$ cat config.mk
export PLATFORM = sky130hd
export DESIGN_NAME = multicycle_cu
export DESIGN_NICKNAME = d
export VERILOG_FILES = /design/src/rtl/multicycle_cu.sv
export SDC_FILE = /design/constraint.sdc
export NUM_CORES = 1
export LEC_CHECK = 0
export BUFFER_PORTS_ARGS = -buffer_cell sky130_fd_sc_hd__buf_4
export CAP_MARGIN = 0
export CORE_MARGIN = 3
export CORE_UTILIZATION = 53
export DETAILED_ROUTE_END_ITERATION = 16
export PLACE_DENSITY = 0.86
export SKIP_LAST_GASP = 1
export SYNTH_ARGS = -nofsm -noshare
export SYNTH_HDL_FRONTEND = slang
export SYNTH_SLANG_ARGS = --single-unit
$ cat constraint.sdc
create_clock -name clk -period 3.5 [get_ports clk]
set_input_delay 0.175 -clock clk [delete_from_list [all_inputs] [get_ports clk]]
set_output_delay 0.175 -clock clk [all_outputs]
set_load 0.1 [all_outputs]
$ cat src/rtl/multicycle_cu.sv
// Multi-cycle control sequencer for the LEGv8 datapath.
// Steps each instruction through FETCH/DECODE/EXEC/MEM/WB, tolerates
// variable-latency memories via mem_ready, counts retired instructions
// and traps on undefined opcodes or memory timeouts.
module multicycle_cu #(
    parameter int unsigned MEM_TIMEOUT = 16,
    parameter int unsigned COUNT_W     = 32
) (
    input  logic               clk,
    input  logic               rst,
    input  logic [10:0]        opcode,
    input  logic               zero,
    input  logic               mem_ready,
    output logic               bus_pcWr,
    output logic               bus_irWr,
    output logic               bus_reg2loc,
    output logic [1:0]         bus_seu,
    output logic               bus_aluSrc,
    output logic [2:0]         bus_aluOp,
    output logic               bus_memRd,
    output logic               bus_memWr,
    output logic               bus_memToReg,
    output logic               bus_regWr,
    output logic               bus_pcSrc,
    output logic [2:0]         state,
    output logic               fault,
    output logic [COUNT_W-1:0] instr_count
);

    localparam int unsigned WAIT_W = (MEM_TIMEOUT > 1) ? $clog2(MEM_TIMEOUT) : 1;

    typedef enum logic [2:0] {
        S_FETCH  = 3'd0,
        S_DECODE = 3'd1,
        S_EXEC   = 3'd2,
        S_MEM    = 3'd3,
        S_WB     = 3'd4,
        S_FAULT  = 3'd7
    } state_e;

    typedef enum logic [3:0] {
        C_NOP, C_ADD, C_SUB, C_AND, C_ORR, C_LDUR, C_STUR, C_B,
        C_CBZ, C_CBNZ, C_ADDI, C_SUBI, C_ANDI, C_ORRI, C_LSL, C_LSR
    } op_class_e;

    state_e              state_q, state_d;
    op_class_e           class_q, class_d;
    op_class_e           dec_class;
    logic [WAIT_W-1:0]   wait_cnt_q, wait_cnt_d;
    logic [COUNT_W-1:0]  count_q, count_d;
    logic                fault_q, fault_d;
    logic                retire;
    logic                mem_timeout;
    logic                waiting;

    logic [2:0]          cls_alu_op;
    logic                cls_alu_src;
    logic [1:0]          cls_seu;
    logic                cls_reg2loc;
    logic                dec_reg2loc;

    // Opcode classification, only latched while in DECODE
    always_comb begin
        dec_class = C_NOP;
        casez (opcode)
            11'b10001011000: dec_class = C_ADD;
            11'b11001011000: dec_class = C_SUB;
            11'b10001010000: dec_class = C_AND;
            11'b10101010000: dec_class = C_ORR;
            11'b11111000010: dec_class = C_LDUR;
            11'b11111000000: dec_class = C_STUR;
            11'b000101?????: dec_class = C_B;
            11'b10110100???: dec_class = C_CBZ;
            11'b10110101???: dec_class = C_CBNZ;
            11'b1001000100?: dec_class = C_ADDI;
            11'b1101000100?: dec_class = C_SUBI;
            11'b1001001000?: dec_class = C_ANDI;
            11'b1011001000?: dec_class = C_ORRI;
            11'b11010011011: dec_class = C_LSL;
            11'b11010011010: dec_class = C_LSR;
            default:         dec_class = C_NOP;
        endcase
    end

    // Datapath settings implied by the registered class (shared by EXEC, MEM, WB)
    always_comb begin
        cls_alu_op  = 3'b000;
        cls_alu_src = 1'b0;
        cls_seu     = 2'b00;
        case (class_q)
            C_ADD:          cls_alu_op = 3'b000;
            C_SUB:          cls_alu_op = 3'b001;
            C_AND:          cls_alu_op = 3'b010;
            C_ORR:          cls_alu_op = 3'b011;
            C_ADDI:         begin cls_alu_op = 3'b000; cls_alu_src = 1'b1; end
            C_SUBI:         begin cls_alu_op = 3'b001; cls_alu_src = 1'b1; end
            C_ANDI:         begin cls_alu_op = 3'b010; cls_alu_src = 1'b1; end
            C_ORRI:         begin cls_alu_op = 3'b011; cls_alu_src = 1'b1; end
            C_LSL:          begin cls_alu_op = 3'b101; cls_alu_src = 1'b1; end
            C_LSR:          begin cls_alu_op = 3'b110; cls_alu_src = 1'b1; end
            C_LDUR, C_STUR: begin cls_seu = 2'b01; cls_alu_src = 1'b1; end
            C_B:            cls_seu = 2'b10;
            C_CBZ, C_CBNZ:  begin cls_seu = 2'b11; cls_alu_op = 3'b100; end
            default:        cls_alu_op = 3'b000;
        endcase
    end

    // Read port 2 must see Rt for stores and compare-branches; DECODE uses the live opcode
    assign cls_reg2loc = (class_q == C_STUR) || (class_q == C_CBZ) || (class_q == C_CBNZ);
    assign dec_reg2loc = (dec_class == C_STUR) || (dec_class == C_CBZ) || (dec_class == C_CBNZ);

    assign waiting     = ((state_q == S_FETCH) || (state_q == S_MEM)) && !mem_ready;
    assign mem_timeout = (MEM_TIMEOUT != 0) && waiting &&
                         (wait_cnt_q == WAIT_W'(MEM_TIMEOUT - 1));

    // Next-state, class latch, retire and timeout bookkeeping
    always_comb begin
        state_d = state_q;
        class_d = class_q;
        retire  = 1'b0;
        case (state_q)
            S_FETCH: begin
                if (mem_ready)        state_d = S_DECODE;
                else if (mem_timeout) state_d = S_FAULT;
            end
            S_DECODE: begin
                class_d = dec_class;
                state_d = (dec_class == C_NOP) ? S_FAULT : S_EXEC;
            end
            S_EXEC: begin
                if ((class_q == C_B) || (class_q == C_CBZ) || (class_q == C_CBNZ)) begin
                    state_d = S_FETCH;
                    retire  = 1'b1;
                end else if ((class_q == C_LDUR) || (class_q == C_STUR)) begin
                    state_d = S_MEM;
                end else begin
                    state_d = S_WB;
                end
            end
            S_MEM: begin
                if (mem_ready) begin
                    if (class_q == C_LDUR) begin
                        state_d = S_WB;
                    end else begin
                        state_d = S_FETCH;
                        retire  = 1'b1;
                    end
                end else if (mem_timeout) begin
                    state_d = S_FAULT;
                end
            end
            S_WB: begin
                state_d = S_FETCH;
                retire  = 1'b1;
            end
            S_FAULT: state_d = S_FAULT;
            default: state_d = S_FAULT;
        endcase

        if (state_d != state_q) wait_cnt_d = '0;
        else if (waiting)       wait_cnt_d = wait_cnt_q + WAIT_W'(1);
        else                    wait_cnt_d = wait_cnt_q;

        count_d = count_q + COUNT_W'(retire);
        fault_d = fault_q || (state_d == S_FAULT);
    end

    // Sequencer registers
    always_ff @(posedge clk) begin
        if (rst) begin
            state_q    <= S_FETCH;
            class_q    <= C_NOP;
            wait_cnt_q <= '0;
            count_q    <= '0;
            fault_q    <= 1'b0;
        end else begin
            state_q    <= state_d;
            class_q    <= class_d;
            wait_cnt_q <= wait_cnt_d;
            count_q    <= count_d;
            fault_q    <= fault_d;
        end
    end

    // Control-bus decode from state and registered class
    always_comb begin
        bus_pcWr     = 1'b0;
        bus_irWr     = 1'b0;
        bus_reg2loc  = 1'b0;
        bus_seu      = 2'b00;
        bus_aluSrc   = 1'b0;
        bus_aluOp    = 3'b000;
        bus_memRd    = 1'b0;
        bus_memWr    = 1'b0;
        bus_memToReg = 1'b0;
        bus_regWr    = 1'b0;
        bus_pcSrc    = 1'b0;
        case (state_q)
            S_FETCH: begin
                bus_memRd = 1'b1;
                if (mem_ready) begin
                    bus_irWr = 1'b1;
                    bus_pcWr = 1'b1;
                end
            end
            S_DECODE: bus_reg2loc = dec_reg2loc;
            S_EXEC: begin
                bus_reg2loc = cls_reg2loc;
                bus_seu     = cls_seu;
                bus_aluSrc  = cls_alu_src;
                bus_aluOp   = cls_alu_op;
                case (class_q)
                    C_B:     begin bus_pcSrc = 1'b1; bus_pcWr = 1'b1;  end
                    C_CBZ:   begin bus_pcSrc = 1'b1; bus_pcWr = zero;  end
                    C_CBNZ:  begin bus_pcSrc = 1'b1; bus_pcWr = !zero; end
                    default: bus_pcSrc = 1'b0;
                endcase
            end
            S_MEM: begin
                bus_reg2loc = cls_reg2loc;
                bus_seu     = 2'b01;
                bus_aluSrc  = 1'b1;
                bus_aluOp   = 3'b000;
                bus_memRd   = (class_q == C_LDUR);
                bus_memWr   = (class_q == C_STUR);
            end
            S_WB: begin
                bus_regWr    = 1'b1;
                bus_memToReg = (class_q == C_LDUR);
                bus_seu      = cls_seu;
                bus_aluSrc   = cls_alu_src;
                bus_aluOp    = cls_alu_op;
            end
            default: bus_pcWr = 1'b0;
        endcase
    end

    assign state       = state_q;
    assign fault       = fault_q;
    assign instr_count = count_q;

endmodule

# Word level (Yosys, flattened, before mapping)
# Index checks and enable logic that the tools add are counted.
# W data, S select, Z words.
# classes
addsub,2
n_eq_ne,39
muxes,30
reduce_logical,25
# ops
op,count
$eq A11 B11 Y1 const B,8
$pmux W4 S15,1
$eq A4 B4 Y1 const B,11
$eq A10 B10 Y1 const B,4
$add A32 B1 Y32,1
$mux W3,8
$eq A4 B3 Y1 const B,5
$pmux W3 S6,1
$eq A8 B8 Y1 const B,2
$reduce_or A2 Y1,8
$pmux W3 S5,1
$mux W1,11
$logic_or A1 B1 Y1,9
$eq A4 B2 Y1 const B,2
$pmux W1 S2,4
$reduce_or A8 Y1,1
$eq A3 B2 Y1 const B,2
$eq A3 B3 Y1 const B,2
$eq A6 B3 Y1 const B,1
$pmux W1 S3,2
$pmux W2 S3,1
$add A4 B1 Y4 const B,1
$logic_not A4 Y1,1
$pmux W2 S2,1
other kinds (6),8
# totals
ff_bits,44
in_bits,15
out_inout_bits,50
word_cells,101

# Longest topological paths before layout
# Gate-level depths: netlist of run 1.
# logic_depth
depth_word,9
ltp_mapped,13
mapped_depth_nobuf,12

# Worst setup path after synthesis of run 1
# Ideal clock, no wire load.
# synth_path
kind,register to output
start,reg state_q[1] (netlist: state[1])
end,out bus_pcWr
t_arrival_ns,4.431
required_ns,3.325
setup_slack_ns,-1.106
path_stages_with_launch,5
n_path_buf,1
path_cell_list,dfxtp_1 -> buf_1 -> nand2b_1 -> nor3_1 -> a21o_1
# synth_between
elab_chain_len,2
word_cells_on_any_way,3
cone_classes,eq/ne: 1; mux: 1; reduce/logical: 1
# synth_lines
element,line_no,text
from (decl),46,"state_e state_q, state_d;"
from (signal assigned),177,state_q <= state_d;
$eq A3 B2 Y1 / $logic_not A3 Y1 (equally long branches),198,case (state_q)
$pmux W1 S2 *,198,
to (decl),14,"output logic bus_pcWr,"
# Mark *: on every way between the ends. The rest lies on a longest branch, timed or not.

# Worst setup path in the final report of run 1
# layout_path
start,reg class_q[3]
end,reg count_q[28] (netlist: instr_count[28])
# layout_between
elab_chain_len,6
word_cells_on_any_way,11
cone_classes,add/sub: 1; eq/ne: 4; mux: 4; reduce/logical: 2
# layout_lines
element,line_no,text
from (decl),47,"op_class_e class_q, class_d;"
from (signal assigned),178,class_q <= class_d;
$eq A4 B3 Y1 / $eq A4 B4 Y1 (equally long branches),131,if ((class_q == C_B) || (class_q == C_CBZ) || (class_q == C_CBNZ)) begin
$logic_or A1 B1 Y1 (2 in a row),131,
$mux W1,131,
$pmux W1 S3 *,121,case (state_q)
$add A32 B1 Y32 *,164,count_d = count_q + COUNT_W'(retire);
to (signal assigned),180,count_q <= count_d;
to (decl),50,"logic [COUNT_W-1:0] count_q, count_d;"
# Marked as above.
# A chain may end at the register's enable or synchronous reset.

==> flow_summary_export.csv, run 1 <==
group,metric,value,unit
clocking,cts_setup_buffers,0,
floorplanning,die_area,5720,um2
sta,hold_viol_final,0,
critical_path,worstSetupStartpointType,"flop",
logic_synthesis,avgSynthCellArea,7.84,um2
floorplanning,die_y,75.7,um
logic_synthesis,syn-instance-count,328,
floorplanning,initial_utilization,57.1,%
critical_path,worstPathMaxFanout,11,
grt,gr-usage-met2,39.4,%
logic_synthesis,synth_nets,346,
grt,grt_util_met3,4.35,%
logic_synthesis,synth_area_leaders,"dfxtp_1, xor2_1, nor2_1, nand2_1, a21oi_1",
critical_path,cp.required,3.71,ns
sta,fin_skew,0.00347,ns
hold_path,min-delay-start,"opcode[4]",
critical_path,r2r-end,"instr_count[28]$_SDFF_PP0_",
grt,grt_max_degree,42,
logic_synthesis,post-synth-top-count-cell,"nor2_1",
sta,holdWs,0.272,ns
drt,post-route-drc-count,0,
drt,first_pass_iters,4,
critical_path,setup.worst_path.end_class,"flop",
clocking,numCtsBuffers,5,
hold_path,hold_class,"in2reg",
pwr,internal-power,0.894,mW
pwr,p_leak,1.35,nW
flow_run,drv_cap,0,
pwr,pwr_density_cell,491,nW/um2
layout,drive_above_1_share,22.0,%
sta,slew_violations,0,
grt,use_met1,29.6,%
clocking,cts_tree,"built",
drt,wire_per_inst,14.4,um
pwr,p_total,1.57,mW
logic_synthesis,yosysWarnings,0,
critical_path,path_class,"reg2reg",
pwr,switchingPower,0.678,mW
drt,vias_per_cell,5.77,
critical_path,r2r_setup_slack,0.41,ns
drt,ant_nets,0,
sta,tns,0,ns
hold_path,holdPathEnd,"class_q[1]$_SDFFE_PP0P_",
critical_path,critical_path_arrival,3.30,ns
sta,setup_viol,0,
drt,drtIter0Drc,140,
pwr,ir_worst_vdd,0.000292,V
pwr,sw_frac_of_total,43.1,%
grt,grt_pass1_wl,10.4,mm
logic_synthesis,async_flop_share,0,%
sta,period_minus_slack,3.09,ns
grt,overflow,0,
clocking,cts-root-buf,"clkbuf_8",
clocking,htree_num_levels,2,
floorplanning,row_count,24,
sta,tightest_slew,0.595,ns
drt,num_vias,2529,
hold_path,holdPathStages,3,
floorplanning,core_area,4500,um2
logic_synthesis,ys_seq_area_share,34.3,%
clocking,clkTransAtPathRegs,0.08,ns
logic_synthesis,syn_area,2570,um2
grt,grt_pass1_vias,2332,
layout,postLayoutCoreUtil,71.1,%
drt,wirelength,6.29,mm
grt,busiest_layer,"met2",
logic_synthesis,synth-seq-cells,44,
sta,fmax,324,MHz
outcome,run_status,"complete, no violations",
sta,rsz0062_at_grt,"no",
sta,relSlewSlack,59.8,%
place,post-place-ws,0.492,ns
clocking,clockBufferDepth,2,
clocking,cts.sinks,44,
logic_synthesis,synth_area_leader_cell,"dfxtp_1",
place,dpl.hpwl,4.68,mm
layout,syn_to_final_growth,24.6,%
logic_synthesis,synth_top_area_share,34.3,%
place,io_buffers,64,
clocking,post_cts_resized,0,
place,routabilityCongestion,0.874,
sta,period_share,88.2,%
layout,nets,403,
clocking,clk_latency,0.28,ns
floorplanning,die_width,75.7,um
pwr,combinationalPowerShare,38.6,%
logic_synthesis,synthTopCellsByCount,"nor2_1, dfxtp_1, nand2_1",
logic_synthesis,synthFlopType,"dfxtp_1",
critical_path,r2r-start,"class_q[3]$_SDFFE_PP0P_",
clocking,ctsHoldBuffers,0,
logic_synthesis,synth_edf_count,0,
critical_path,r2r_cells,12,
layout,antenna_cells,0,
pwr,clockPowerShare,23.9,%
logic_synthesis,yosysUniqueCellTypes,45,
sta,final.setup.worst_slack,0.414,ns
pwr,p_seq_share,37.5,%
grt,antenna_found_initial,0,
grt,grt_usage,22.7,%
floorplanning,io_pins,65,
[layout by cell type, fill, tap and decap left out, types with 8 or more instances in the layout]
master	Yosys	routed
nor2_1	49	49
nand2_1	27	27
buf_4	0	67
nand3_1	18	18
dfxtp_1	44	44
inv_1	9	9
xor2_1	26	26
xnor2_1	8	8
nand4_1	10	10
and3_1	9	9
o21ai_0	17	15
a21oi_1	19	18
[worst max-delay path by stage]
stage	startpoint	end	slack, ns	cells past startpoint
floorplan	state[1]$_SDFF_PP0_	bus_pcWr	-0.24	4
global placement	class_q[3]$_SDFFE_PP0P_	instr_count[30]$_SDFF_PP0_	0.60	12
detailed placement	class_q[3]$_SDFFE_PP0P_	instr_count[28]$_SDFF_PP0_	0.49	12
CTS	class_q[3]$_SDFFE_PP0P_	instr_count[28]$_SDFF_PP0_	0.42	12
global route	class_q[3]$_SDFFE_PP0P_	instr_count[28]$_SDFF_PP0_	0.05	12
finish	class_q[3]$_SDFFE_PP0P_	instr_count[28]$_SDFF_PP0_	0.41	12
[worst max-delay path: stages (launching register included)]
cell	delay, ns
dfxtp_1	0.53
nor3b_1	0.42
a31oi_1	0.17
nor2_1	0.15
a31oi_1	0.05
o21ai_0	0.18
ha_1	0.24
ha_1	0.23
nand2_1	0.14
nor4_4	0.23
nand4_4	0.17
or3_1	0.34
a21oi_1	0.17
[stage by stage]
step / cells / instance area (um2)
after detailed placement: 430 / 3100
after floorplan: 328 / 2590
final: 438 / 3200
after global routing: 438 / 3200
after CTS: 438 / 3200
after global placement: 430 / 3100
[state kept, by name (all words and copies together), names as in the netlist]
signal       count
fault            1
state            3
class_q          4
wait_cnt_q       4
instr_count     32
[metal layers]
layer	vias up	part of all wire [%]
li1	1260	-
met1	1197	43
met2	70	52
met3	2	4.8
met4	0	0.33
met5	-	0
[power by group through the flow]
stage / sequential, mW / clock, mW / combinational, mW
floorplan: 0.668 / 0 / 0.412
global placement: 0.597 / 0 / 0.600
detailed placement: 0.600 / 0 / 0.606
CTS: 0.588 / 0.386 / 0.608
global route: 0.596 / 0.407 / 0.648
finish: 0.589 / 0.376 / 0.607
[cell families (layout without fill, tap and decap cells)]
logic type | Yosys count | count (layout) | share of synthesized area, %
muxes | 1 | 1 | 0.389
and+or+nand+nor | 164 | 164 | 35.5
buffers and inverters | 26 | 84 | 3.94
AOI/OAI and AO/OA | 56 | 56 | 12.9
adders and majority gates | 3 | 3 | 1.46
xor gates and xnor gates | 34 | 34 | 11.6
DFF | 44 | 44 | 34.3
[final cells by class]
type / instances / area (um2)
fill: 366 / 1300
sequential: 44 / 881
clock inverter: 2 / 35.0
tap: 52 / 65.1
clock buffer: 6 / 72.6
inverter: 9 / 33.8
multi-input combinational: 258 / 1610
timing repair buffer: 67 / 503
No activity file was read; power rests on OpenSTA's default activity.
==> run 2, diff against run 1 <==
--- a/config.mk
+++ b/config.mk
@@ -11,6 +11,7 @@
 export CORE_UTILIZATION = 53
 export DETAILED_ROUTE_END_ITERATION = 16
 export PLACE_DENSITY = 0.86
+export RECOVER_POWER = 25
 export SKIP_LAST_GASP = 1
 export SYNTH_ARGS = -nofsm -noshare
 export SYNTH_HDL_FRONTEND = slang
==> flow_summary_export.csv, run 2 (same netlist as run 1, synthesis figures left out) <==
group,metric,value,unit
outcome,run_status,"complete, no violations",
pwr,p_leak,1.25,nW
layout,final_cell_mix,"nor2_1, dfxtp_1, buf_4",
critical_path,path_class,"reg2reg",
floorplanning,die_width,75.7,um
sta,relSlewSlack,20.4,%
drt,maxUsedRoutingLayer,"met4",
clocking,clockBufferDepth,2,
critical_path,critical_path_arrival,3.30,ns
flow_run,drv_cap,0,
sta,slew_violations,0,
sta,fin_skew,0.00491,ns
layout,final_cells,438,
drt,wirelength,6.31,mm
layout,syn_to_final_growth,21.2,%
floorplanning,core_area,4500,um2
drt,dr_wl_met3,326,um
layout,antenna_cells,0,
clocking,clkTransAtPathRegs,0.08,ns
floorplanning,io_pins,65,
layout,drive_above_1_share,16.1,%
drt,vias_per_cell,5.77,
sta,tightest_slew,1.20,ns
pwr,pwr_density_cell,503,nW/um2
clocking,numCtsBuffers,5,
hold_path,hold_class,"in2reg",
drt,post-route-drc-count,0,
critical_path,r2r-start,"class_q[3]$_SDFFE_PP0P_",
hold_path,holdPathStages,3,
sta,fmax,324,MHz
grt,grt_pass1_vias,2332,
clocking,clk_latency,0.29,ns
clocking,post_cts_resized,0,
drt,num_vias,2528,
critical_path,worstSetupStartpointType,"flop",
sta,period_minus_slack,3.09,ns
layout,final_common_cell,"nor2_1",
clocking,ctsHoldBuffers,0,
drt,wl_met1,2.75,mm
grt,antenna_found_initial,0,
floorplanning,initial_utilization,57.1,%
critical_path,r2r-end,"instr_count[28]$_SDFF_PP0_",
sta,hold_viol_final,0,
critical_path,r2r_cells,12,
layout,largest_reg_flops,32,
hold_path,holdPathEnd,"class_q[1]$_SDFFE_PP0P_",
pwr,ir_worst_vdd,0.000291,V
grt,overflow,0,
clocking,cts.sinks,44,
hold_path,min-delay-start,"opcode[4]",
floorplanning,die_y,75.7,um
critical_path,r2r_setup_slack,0.41,ns
clocking,cts_setup_buffers,0,
floorplanning,die_area,5720,um2
drt,drtIter0Drc,148,
drt,ant_nets,0,
pwr,p_total,1.57,mW
clocking,cts_tree,"built",
floorplanning,row_count,24,
sta,period_share,88.2,%
drt,first_pass_iters,4,
layout,final_cell_area,3120,um2
critical_path,setup.worst_path.end_class,"flop",
clocking,htree_num_levels,2,
grt,grt_max_degree,42,
drt,wire_per_inst,14.4,um
drt,met2_length,3.21,mm
place,place_area,3100,um2
grt,grt_pass1_wl,10.4,mm
place,io_buffers,64,
critical_path,cp.required,3.71,ns
sta,setup_viol,0,
place,routabilityCongestion,0.874,
grt,grt_usage,22.7,%
place,dpl.cell_count,430,
sta,rsz0062_at_grt,"no",
clocking,cts-root-buf,"clkbuf_8",
place,dpl.hpwl,4.68,mm
critical_path,worstPathMaxFanout,11,
layout,nets,403,
==> run 2: changes by cell type in the layout (fill, tap and decap cells not counted) <==
cell and delta:
buf_4 -23, clkbuf_1 +23
==> run 2: layer usage <==
layer,track usage [%],vias to the layer above
met5,0,-
met3,4.35,2
met4,3.88,0
met1,29.6,1191
li1,-,1260
met2,39.4,75
==> run 2: worst max-delay path: stages, from the launching register on <==
cell	delay [ns]
dfxtp_1	0.54
nor3b_1	0.41
a31oi_1	0.17
nor2_1	0.14
a31oi_1	0.05
o21ai_0	0.18
ha_1	0.24
ha_1	0.23
nand2_1	0.14
nor4_4	0.23
nand4_4	0.17
or3_1	0.34
a21oi_1	0.17
==> run 2: through the flow <==
step / hold WS [ns] / utilization [%] / TNS [ns] / worst slack [ns]
3_3_place_gp: 0.479 / 68.7 / 0 / 0.604
3_5_place_dp: 0.493 / 68.7 / 0 / 0.492
6_report: 0.271 / 69.2 / 0 / 0.412
5_1_grt: 0.273 / 69.2 / 0 / 0.0481
2_1_floorplan: 0.392 / - / -0.244 / -0.244
4_1_cts: 0.253 / 71.1 / 0 / 0.423
==> run 2: worst max-delay path by stage <==
| stage | from | endpoint | slack (ns) | cells past startpoint |
|---|---|---|---|---|
| final | class_q[3]$_SDFFE_PP0P_ | instr_count[28]$_SDFF_PP0_ | 0.41 | 12 |
| after detailed placement | class_q[3]$_SDFFE_PP0P_ | instr_count[28]$_SDFF_PP0_ | 0.49 | 12 |
| after global routing | class_q[3]$_SDFFE_PP0P_ | instr_count[28]$_SDFF_PP0_ | 0.05 | 12 |
| after CTS | class_q[3]$_SDFFE_PP0P_ | instr_count[28]$_SDFF_PP0_ | 0.42 | 12 |
| after global placement | class_q[3]$_SDFFE_PP0P_ | instr_count[30]$_SDFF_PP0_ | 0.60 | 12 |
| after floorplan | state[1]$_SDFF_PP0_ | bus_pcWr | -0.24 | 4 |
==> run 2: cell type report <==
class                      instances  area [um2]
fill                             400        1390
inverter                           9        33.8
tap                               52        65.1
timing repair buffer              67         417
sequential                        44         881
multi-input combinational        258        1610
clock buffer                       6        72.6
clock inverter                     2        35.0
==> run 2: power by group <==
| part | switching, mW | internal [mW] |
|---|---|---|
| clock network | 0.166 | 0.212 |
| logic | 0.451 | 0.149 |
| registers | 0.0625 | 0.527 |
| total | 0.680 | 0.888 |
==> run 3, diff against run 2 <==
--- a/config.mk
+++ b/config.mk
@@ -6,11 +6,11 @@
 export NUM_CORES = 1
 export LEC_CHECK = 0
 export BUFFER_PORTS_ARGS = -buffer_cell sky130_fd_sc_hd__buf_4
-export CAP_MARGIN = 0
+export CAP_MARGIN = 30
 export CORE_MARGIN = 3
-export CORE_UTILIZATION = 53
+export CORE_UTILIZATION = 48
 export DETAILED_ROUTE_END_ITERATION = 16
-export PLACE_DENSITY = 0.86
+export PLACE_DENSITY = 0.87
 export RECOVER_POWER = 25
 export SKIP_LAST_GASP = 1
 export SYNTH_ARGS = -nofsm -noshare
==> constraint.sdc (replaced) <==
create_clock -name clk -period 2.73 [get_ports clk]
set_input_delay 0.1365 -clock clk [delete_from_list [all_inputs] [get_ports clk]]
set_output_delay 0.1365 -clock clk [all_outputs]
set_load 0.1 [all_outputs]
==> flow_summary_export.csv, run 3 (same netlist as run 1, synthesis figures left out) <==
group,metric,value,unit
hold_path,hold_class,"in2reg",
critical_path,cp.required,2.96,ns
layout,drive_above_1_share,21.6,%
layout,antenna_cells,0,
pwr,ir_worst_vdd,0.000410,V
critical_path,critical_path_arrival,2.77,ns
critical_path,cp_slowest_stage_delay,0.38,ns
drt,vias_per_cell,5.45,
pwr,clockPowerShare,24.6,%
outcome,run_status,"complete, no violations",
pwr,p_total,2.12,mW
floorplanning,row_count,26,
critical_path,slowest_stage,"dfxtp_2",
layout,final_common_cell,"buf_4",
layout,largest_reg_flops,32,
sta,tightest_slew,1.20,ns
sta,slew_violations,0,
sta,tns,0,ns
grt,grt_max_degree,42,
flow_run,drv_cap,0,
sta,period_minus_slack,2.55,ns
pwr,switchingPower,0.907,mW
floorplanning,initial_utilization,50.0,%
drt,post-route-drc-count,0,
drt,wire_per_inst,13.2,um
clocking,htree_num_levels,2,
layout,syn_to_final_growth,28.2,%
floorplanning,core_area,5140,um2
clocking,clockBufferDepth,2,
critical_path,setup.worst_path.end_class,"flop",
drt,ant_nets,0,
clocking,clk_latency,0.29,ns
floorplanning,io_pins,65,
grt,antenna_found_initial,0,
drt,num_vias,2525,
critical_path,worstSetupStartpointType,"flop",
sta,period_share,93.2,%
pwr,combinationalPowerShare,39.9,%
sta,fin_skew,0.00805,ns
sta,fmax,393,MHz
pwr,sw_frac_of_total,42.7,%
clocking,numCtsBuffers,5,
critical_path,cp_cell_sequence,"nor3b_4 > a31oi_4 > nor2_1 > a31oi_1 > o21ai_1 > ha_2 > ha_4 > nand2_2 > nor4_4 > nand4_4 > or3_1 > a21oi_1",
clocking,cts.sinks,44,
clocking,ctsHoldBuffers,0,
pwr,p_seq_share,35.5,%
grt,grt_pass1_vias,2350,
drt,drtIter0Drc,88,
critical_path,worstPathMaxFanout,7,
grt,overflow,0,
sta,hold_viol_final,0,
clocking,clkTransAtPathRegs,0.08,ns
place,routabilityCongestion,0.915,
sta,setup_viol,0,
drt,first_pass_iters,4,
floorplanning,die_width,79.2,um
layout,final_cell_mix,"buf_4, nor2_1, dfxtp_1",
clocking,cts_tree,"built",
layout,postLayoutCoreUtil,64.1,%
floorplanning,die_area,6270,um2
critical_path,path_class,"reg2reg",
clocking,cts-root-buf,"clkbuf_8",
place,dpl.hpwl,4.55,mm
sta,holdWs,0.236,ns
floorplanning,die_y,79.2,um
grt,grt_usage,20.1,%
pwr,internal-power,1.22,mW
grt,grt_pass1_wl,10.4,mm
place,io_buffers,64,
pwr,p_leak,1.31,nW
drt,wirelength,6.09,mm
pwr,pwr_density_cell,644,nW/um2
layout,nets,410,
sta,relSlewSlack,20.5,%
==> run 3: cell types whose count changed in the layout (fill, tap and decap cells not counted), moves of 2 or more <==
cell / delta
ha_1: -2
buf_4: +7
dfxtp_2: +4
dfxtp_4: +3
dfxtp_1: -7
==> run 3: final timing paths <==
path	start	to	slack, ns	depth (start not counted)
max	class_q[3]$_SDFFE_PP0P_	instr_count[30]$_SDFF_PP0_	0.18	12
min	opcode[4]	class_q[1]$_SDFFE_PP0P_	0.24	3
max reg2reg	class_q[3]$_SDFFE_PP0P_	instr_count[30]$_SDFF_PP0_	0.18	12
min reg2reg	wait_cnt_q[1]$_SDFFE_PP0P_	wait_cnt_q[1]$_SDFFE_PP0P_	0.50	2
==> run 3: timing repair <==
item	in CTS	in global routing
endpoints found under the setup margin	1	9
gates resized for setup	1	6
pin swaps	0	2
setup buffers	0	1
==> run 3: cell type report <==
type                       count  area, um2
sequential                    44        897
tap                           70       87.6
clock inverter                 2       38.8
inverter                       9       33.8
timing repair buffer          74        469
fill                         463       1840
clock buffer                   6       82.6
multi-input combinational    258       1690
==> run 3: stage by stage <==
step	instances	worst slack (ns)	cell area, um2
global placement	454	0.142	3240
finish	463	0.185	3300
floorplan	328	0.0157	2690
CTS	462	0.0633	3360
global route	463	-0.0380	3300
detailed placement	454	0.0348	3240
==> run 3: layer usage <==
layer | routed length [um] | track usage [%] | vias up
met1 | 2680 | 24.8 | 1177
met2 | 3070 | 34.8 | 60
li1 | - | - | 1277
met4 | 87 | 6.36 | 0
met5 | 0 | 0 | -
met3 | 257 | 4.42 | 11
==> run 3: worst max-delay path: cells and delay by family, from the launching register on <==
family	cells	cell delay, ns
fa+ha+maj	2	0.39
compound gates	4	0.43
flops	1	0.38
simple gates	6	1.29
==> run 3: power groups by stage <==
| stage | Sequential [mW] | Combinational [mW] | Clock [mW] |
|---|---|---|---|
| after global routing | 0.762 | 0.904 | 0.555 |
| after floorplan | 0.866 | 0.571 | 0 |
| after detailed placement | 0.764 | 0.844 | 0 |
| final | 0.755 | 0.847 | 0.522 |
| after global placement | 0.761 | 0.836 | 0 |
| after CTS | 0.749 | 0.847 | 0.532 |
